File: src/rtl/reg_dump_streamer_pkg.sv
// Shared debug definitions: dump-streamer FSM states and the default frame
// header byte. The host-side command decoder imports the same package.
package reg_dump_streamer_pkg;

  localparam int unsigned BYTE_W = 8;

  // Byte that opens every register dump frame.
  localparam logic [BYTE_W-1:0] DEFAULT_HEADER_BYTE = 8'hA5;

  typedef enum logic [2:0] {
    IDLE   = 3'd0,
    HEADER = 3'd1,
    LOAD   = 3'd2,
    SEND   = 3'd3,
    FINISH = 3'd4
  } state_e;

endpackage : reg_dump_streamer_pkg

File: src/rtl/reg_dump_streamer.sv
// Register dump streamer: on start, walks register indices 0..NUM_REGS-1
// through the register file debug port and emits a byte frame
// (HEADER_BYTE, then each register MSB-first) over a valid/ready handshake.
//
// Ports:
//   clk                 system clock
//   reset               asynchronous active-low reset
//   start               dump request, sampled only in IDLE
//   Debug_Source_select register index to the register file debug port
//   Debug_out           combinational debug read data for that index
//   tx_data / tx_valid  byte stream to the UART transmitter
//   tx_ready            transmitter accepts the current byte
//   busy                high whenever the FSM is not IDLE
//   done                one-cycle pulse after the final byte is accepted
module reg_dump_streamer
  import reg_dump_streamer_pkg::*;
#(
  parameter int unsigned       WIDTH       = 32,
  parameter int unsigned       NUM_REGS    = 32,
  parameter logic [BYTE_W-1:0] HEADER_BYTE = DEFAULT_HEADER_BYTE,
  localparam int unsigned      IDX_W       = (NUM_REGS > 1) ? $clog2(NUM_REGS) : 1
) (
  input  logic              clk,
  input  logic              reset,
  input  logic              start,
  output logic [IDX_W-1:0]  Debug_Source_select,
  input  logic [WIDTH-1:0]  Debug_out,
  output logic [BYTE_W-1:0] tx_data,
  output logic              tx_valid,
  input  logic              tx_ready,
  output logic              busy,
  output logic              done
);

  localparam int unsigned NUM_BYTES = WIDTH / BYTE_W;
  localparam int unsigned CNT_W     = (NUM_BYTES > 1) ? $clog2(NUM_BYTES) : 1;
  localparam logic [CNT_W-1:0] LAST_BYTE = CNT_W'(NUM_BYTES - 1);
  localparam logic [IDX_W-1:0] LAST_IDX  = IDX_W'(NUM_REGS - 1);

  // Register width must split into whole bytes.
  if ((WIDTH % BYTE_W) != 0 || WIDTH < BYTE_W) begin : g_bad_width
    $error("reg_dump_streamer: WIDTH must be a non-zero multiple of 8");
  end

  state_e              state_q,    state_d;
  logic [IDX_W-1:0]    idx_q,      idx_d;
  logic [CNT_W-1:0]    cnt_q,      cnt_d;
  logic [WIDTH-1:0]    shift_q,    shift_d;
  logic [BYTE_W-1:0]   tx_data_q,  tx_data_d;
  logic                tx_valid_q, tx_valid_d;
  logic                busy_q,     busy_d;
  logic                done_q,     done_d;
  logic                xfer;

  assign xfer = tx_valid_q & tx_ready;

  // State and datapath registers.
  always_ff @(posedge clk or negedge reset) begin
    if (!reset) begin
      state_q    <= IDLE;
      idx_q      <= '0;
      cnt_q      <= '0;
      shift_q    <= '0;
      tx_data_q  <= '0;
      tx_valid_q <= 1'b0;
      busy_q     <= 1'b0;
      done_q     <= 1'b0;
    end else begin
      state_q    <= state_d;
      idx_q      <= idx_d;
      cnt_q      <= cnt_d;
      shift_q    <= shift_d;
      tx_data_q  <= tx_data_d;
      tx_valid_q <= tx_valid_d;
      busy_q     <= busy_d;
      done_q     <= done_d;
    end
  end

  // Next-state, index/byte counters and shift register.
  always_comb begin
    state_d = state_q;
    idx_d   = idx_q;
    cnt_d   = cnt_q;
    shift_d = shift_q;

    unique case (state_q)
      IDLE: begin
        if (start) begin
          idx_d   = '0;
          state_d = HEADER;
        end
      end
      HEADER: begin
        if (xfer) begin
          state_d = LOAD;
        end
      end
      LOAD: begin
        // Debug_Source_select has held idx for this whole cycle.
        shift_d = Debug_out;
        cnt_d   = '0;
        state_d = SEND;
      end
      SEND: begin
        if (xfer) begin
          if (cnt_q == LAST_BYTE) begin
            if (idx_q == LAST_IDX) begin
              state_d = FINISH;
            end else begin
              idx_d   = idx_q + IDX_W'(1);
              state_d = LOAD;
            end
          end else begin
            shift_d = shift_q << BYTE_W;
            cnt_d   = cnt_q + CNT_W'(1);
          end
        end
      end
      FINISH: begin
        state_d = IDLE;
      end
      default: begin
        state_d = IDLE;
      end
    endcase
  end

  // Registered outputs are computed from the next state so they line up
  // with the state they describe. A stalled byte keeps shift_d unchanged,
  // so tx_data holds.
  always_comb begin
    tx_valid_d = (state_d == HEADER) || (state_d == SEND);
    busy_d     = (state_d != IDLE);
    done_d     = (state_d == FINISH);
    tx_data_d  = tx_data_q;
    if (state_d == HEADER) begin
      tx_data_d = HEADER_BYTE;
    end else if (state_d == SEND) begin
      tx_data_d = shift_d[WIDTH-1 -: BYTE_W];
    end
  end

  assign Debug_Source_select = idx_q;
  assign tx_data             = tx_data_q;
  assign tx_valid            = tx_valid_q;
  assign busy                = busy_q;
  assign done                = done_q;

endmodule : reg_dump_streamer

File: config.mk
export PLATFORM = sky130hd
export DESIGN_NAME = reg_dump_streamer
export DESIGN_NICKNAME = d
export VERILOG_FILES = /design/src/rtl/reg_dump_streamer_pkg.sv /design/src/rtl/reg_dump_streamer.sv
export SDC_FILE = /design/constraint.sdc
export NUM_CORES = 1
export LEC_CHECK = 0
export CORE_ASPECT_RATIO = 1.25
export CORE_MARGIN = 2
export CORE_UTILIZATION = 54
export CTS_BUF_LIST = sky130_fd_sc_hd__clkbuf_2 sky130_fd_sc_hd__clkbuf_4 sky130_fd_sc_hd__clkbuf_8
export DETAILED_ROUTE_END_ITERATION = 8
export GPL_TIMING_DRIVEN = 0
export HOLD_SLACK_MARGIN = 0.1
export PLACE_DENSITY_LB_ADDON = 0.08
export SYNTH_ARGS = -nofsm -noshare
export SYNTH_HDL_FRONTEND = slang
export SYNTH_SLANG_ARGS = --single-unit
File: constraint.sdc
create_clock -name clk -period 2.25 [get_ports clk]
set_input_delay 0.45 -clock clk [delete_from_list [all_inputs] [get_ports clk]]
set_output_delay 0.45 -clock clk [all_outputs]
set_load 0.01 [all_outputs]
==> run summary <==
Status: finished, final reports clean
First-pass GRT wire length: 11,100 µm
Detailed-route vias per instance: 6.05
Final Util: 69.5%
DRT iter0 DRCs: 137
Worst EP required: 2.45 ns
Final Hold Vio Count: 0
Max-cap violations: 0
Async SR Flop Fraction: 100%
Worst EP arrival: 2.35 ns
Setup bufs post-CTS: 0
Max-Slew Margin vs Limit: 47.8%
Root buffer cell: clkbuf_8
Placed cells: 370
Cells after synthesis: 256
Number of port buffers: 51
Post-synthesis sequential area ratio: 47.4%
CP max-delay cell: or4bb_1
Share of cells above drive strength 1: 8.52%
Max IR drop VDD: 0.000487 V
Number of CTS-inserted buffers: 5
Avg Inst Size Synth: 10.9 µm²
Crit-path max FO: 6
Worst setup path class: reg2reg
Fmax: 466 MHz
GRT Residual Overflow: 0
CP bufs+invs: 0
Post-Syn Area: 0.00280 mm²
Initial Utilization: 55.5%
Clock Pin Slew Worst Setup and Hold Paths: 0.09 ns
RSZ-0062 raised after global routing: no
Synthesis warning total: 0
Delay of the slowest critical-path stage: 0.47 ns
Antenna-violating nets left: 0
CTS tree: yes
# diodes: 0
Core Box Area: 0.00504 mm²
Worst setup SP type: flop
Die X-Extent: 68.4 µm
Pre-Repair DR Iteration Count: 4
Largest cells by area after synthesis: dfrtp_1 47%, mux2i_1 10%, and3b_1 5.6%, a22oi_1 4.3%, o21ai_0 3.2%
Sum of negative setup slack: 0 ns
Via total after detailed routing: 2,293
Final Cycle Share: 95.4%
Syn_nets: 295
Worst-skew pair later-pin latency: 0.31 ns
Post-synth top area share: 47.4%
Tmin final: 2.15 ns
Fin. max-slew vios: 0
Clock skew: 0.00488 ns
Synth unique cells: 37
Synth Register Bits: 53
Area grow syn2layout: 25.3%
Most frequent cell after synthesis: dfrtp_1
Cell Pwr Density: 945 mW/mm²
Nets: 355
CP cell instances: ha_1 -> and3_1 -> ha_2 -> or4bb_1 -> a32o_1 -> mux2_2
Worst-Margin Slew: 0.778 ns
WL final: 6670 µm
Largest net degree at the start of global routing: 38
# clock sinks: 53
Post-DR wirelength/cell: 17.6 µm
Die Ht: 84.5 µm
CTS Buffer Depth: 2
Number of global-route vias before repair: 2,302
GRT Util Overall: 25.4%
H-tree depth: 2
Area leader, netlist: dfrtp_1
Finished Layout Cells: 379
Most frequent cells after synthesis: 53 x dfrtp_1, 29 x mux2i_1, 18 x and3b_1, 18 x o21ai_0, 16 x a22oi_1
GP Congestion: 0.811
Antenna violations before repair: 0
Final number of setup-violating endpoints: 0
Hold slack: 0.497 ns
DRC viols: 0
Crit path capture type: flop
Number of synthesized flops with an enable pin: 0
# rows: 29
Overall power: 3.31 mW
Crit-path leading delay family: simple AND/OR/NAND/NOR gates
Die area: 0.00578 mm²
Ys flop type: dfrtp_1
Cell leakage power: 1.57 nW
IO Count: 52
Dpl hpwl: 4880 µm
Worst hold path class: reg2reg
## per-stage QoR
step,cell area (µm²),setup WS (ns)
floorplan,2800,0.143
global placement,3390,-0.910
detailed placement,3400,0.000117
CTS,3500,0.0385
global route,3500,0.0200
finish,3500,0.104
## area by class of cell
type                    instances  area (µm²)
plain buffers                  21        96.3
clock buffers                   8        91.3
fillers                       408        1540
inverters                       3        11.3
multi-input cells             179        1370
flip-flops and latches         53        1330
well taps                      62        77.6
repair buffers                 53         536
## registers in the layout, summed over array words and instances (netlist names)
register             flops
Debug_Source_select      5
done                     1
state_q                  3
shift_q                 32
tx_data                  8
cnt_q                    2
busy                     1
tx_valid                 1
## logic make-up after synthesis
group	share of synthesized area (%)
AO/OA/AOI/OAI	18.8
buffers and inverters	3.85
AND/OR/NAND/NOR	17.8
adder cells (fa/ha/maj)	1.34
multiplexers	10.8
flip-flops	47.4
## repair_timing
action,CTS,global route
hold buffers,1,0
setup endpoints to repair,0,1
endpoints found under the hold margin,16,0
gates resized for setup,0,1
## layout by cell type (no fill, tap or decap), types with 11 or more instances in the layout
master	synthesis	layout
clkbuf_1	11	11
o21ai_0	18	18
nor2_1	12	12
a22oi_1	16	16
mux2i_1	29	29
clkdlybuf4s50_1	0	50
and3b_1	18	18
dfrtp_1	53	53
o22ai_1	12	12
## final timing paths
check | start | end | slack [ns] | cells past startpoint
min in group asynchronous | reset | shift_q[27]$_DFF_PN0_ | 0.59 | 2
min | tx_data[6]$_DFFE_PN0P_ | tx_data[6]$_DFFE_PN0P_ | 0.50 | 1
max in group asynchronous | reset | Debug_Source_select[2]$_DFFE_PN0P_ | 1.13 | 3
max reg2reg | Debug_Source_select[0]$_DFFE_PN0P_ | Debug_Source_select[0]$_DFFE_PN0P_ | 0.10 | 6
min reg2reg | tx_data[6]$_DFFE_PN0P_ | tx_data[6]$_DFFE_PN0P_ | 0.50 | 1
max | Debug_Source_select[0]$_DFFE_PN0P_ | Debug_Source_select[0]$_DFFE_PN0P_ | 0.10 | 6
## metal layers
metal / wire length [µm] / track usage [%]
met3: 299 / 5.50
met4: 115 / 8.73
met1: 2790 / 32.8
met5: 0 / 0
met2: 3460 / 41.4
## report_power, final
group | internal, mW | leakage [nW] | switching, mW
registers | 1.25 | 0.687 | 0.209
clock network | 0.258 | 0.0498 | 0.304
logic | 0.685 | 0.835 | 0.606
Note: power is estimated with default switching activity, not from simulation.
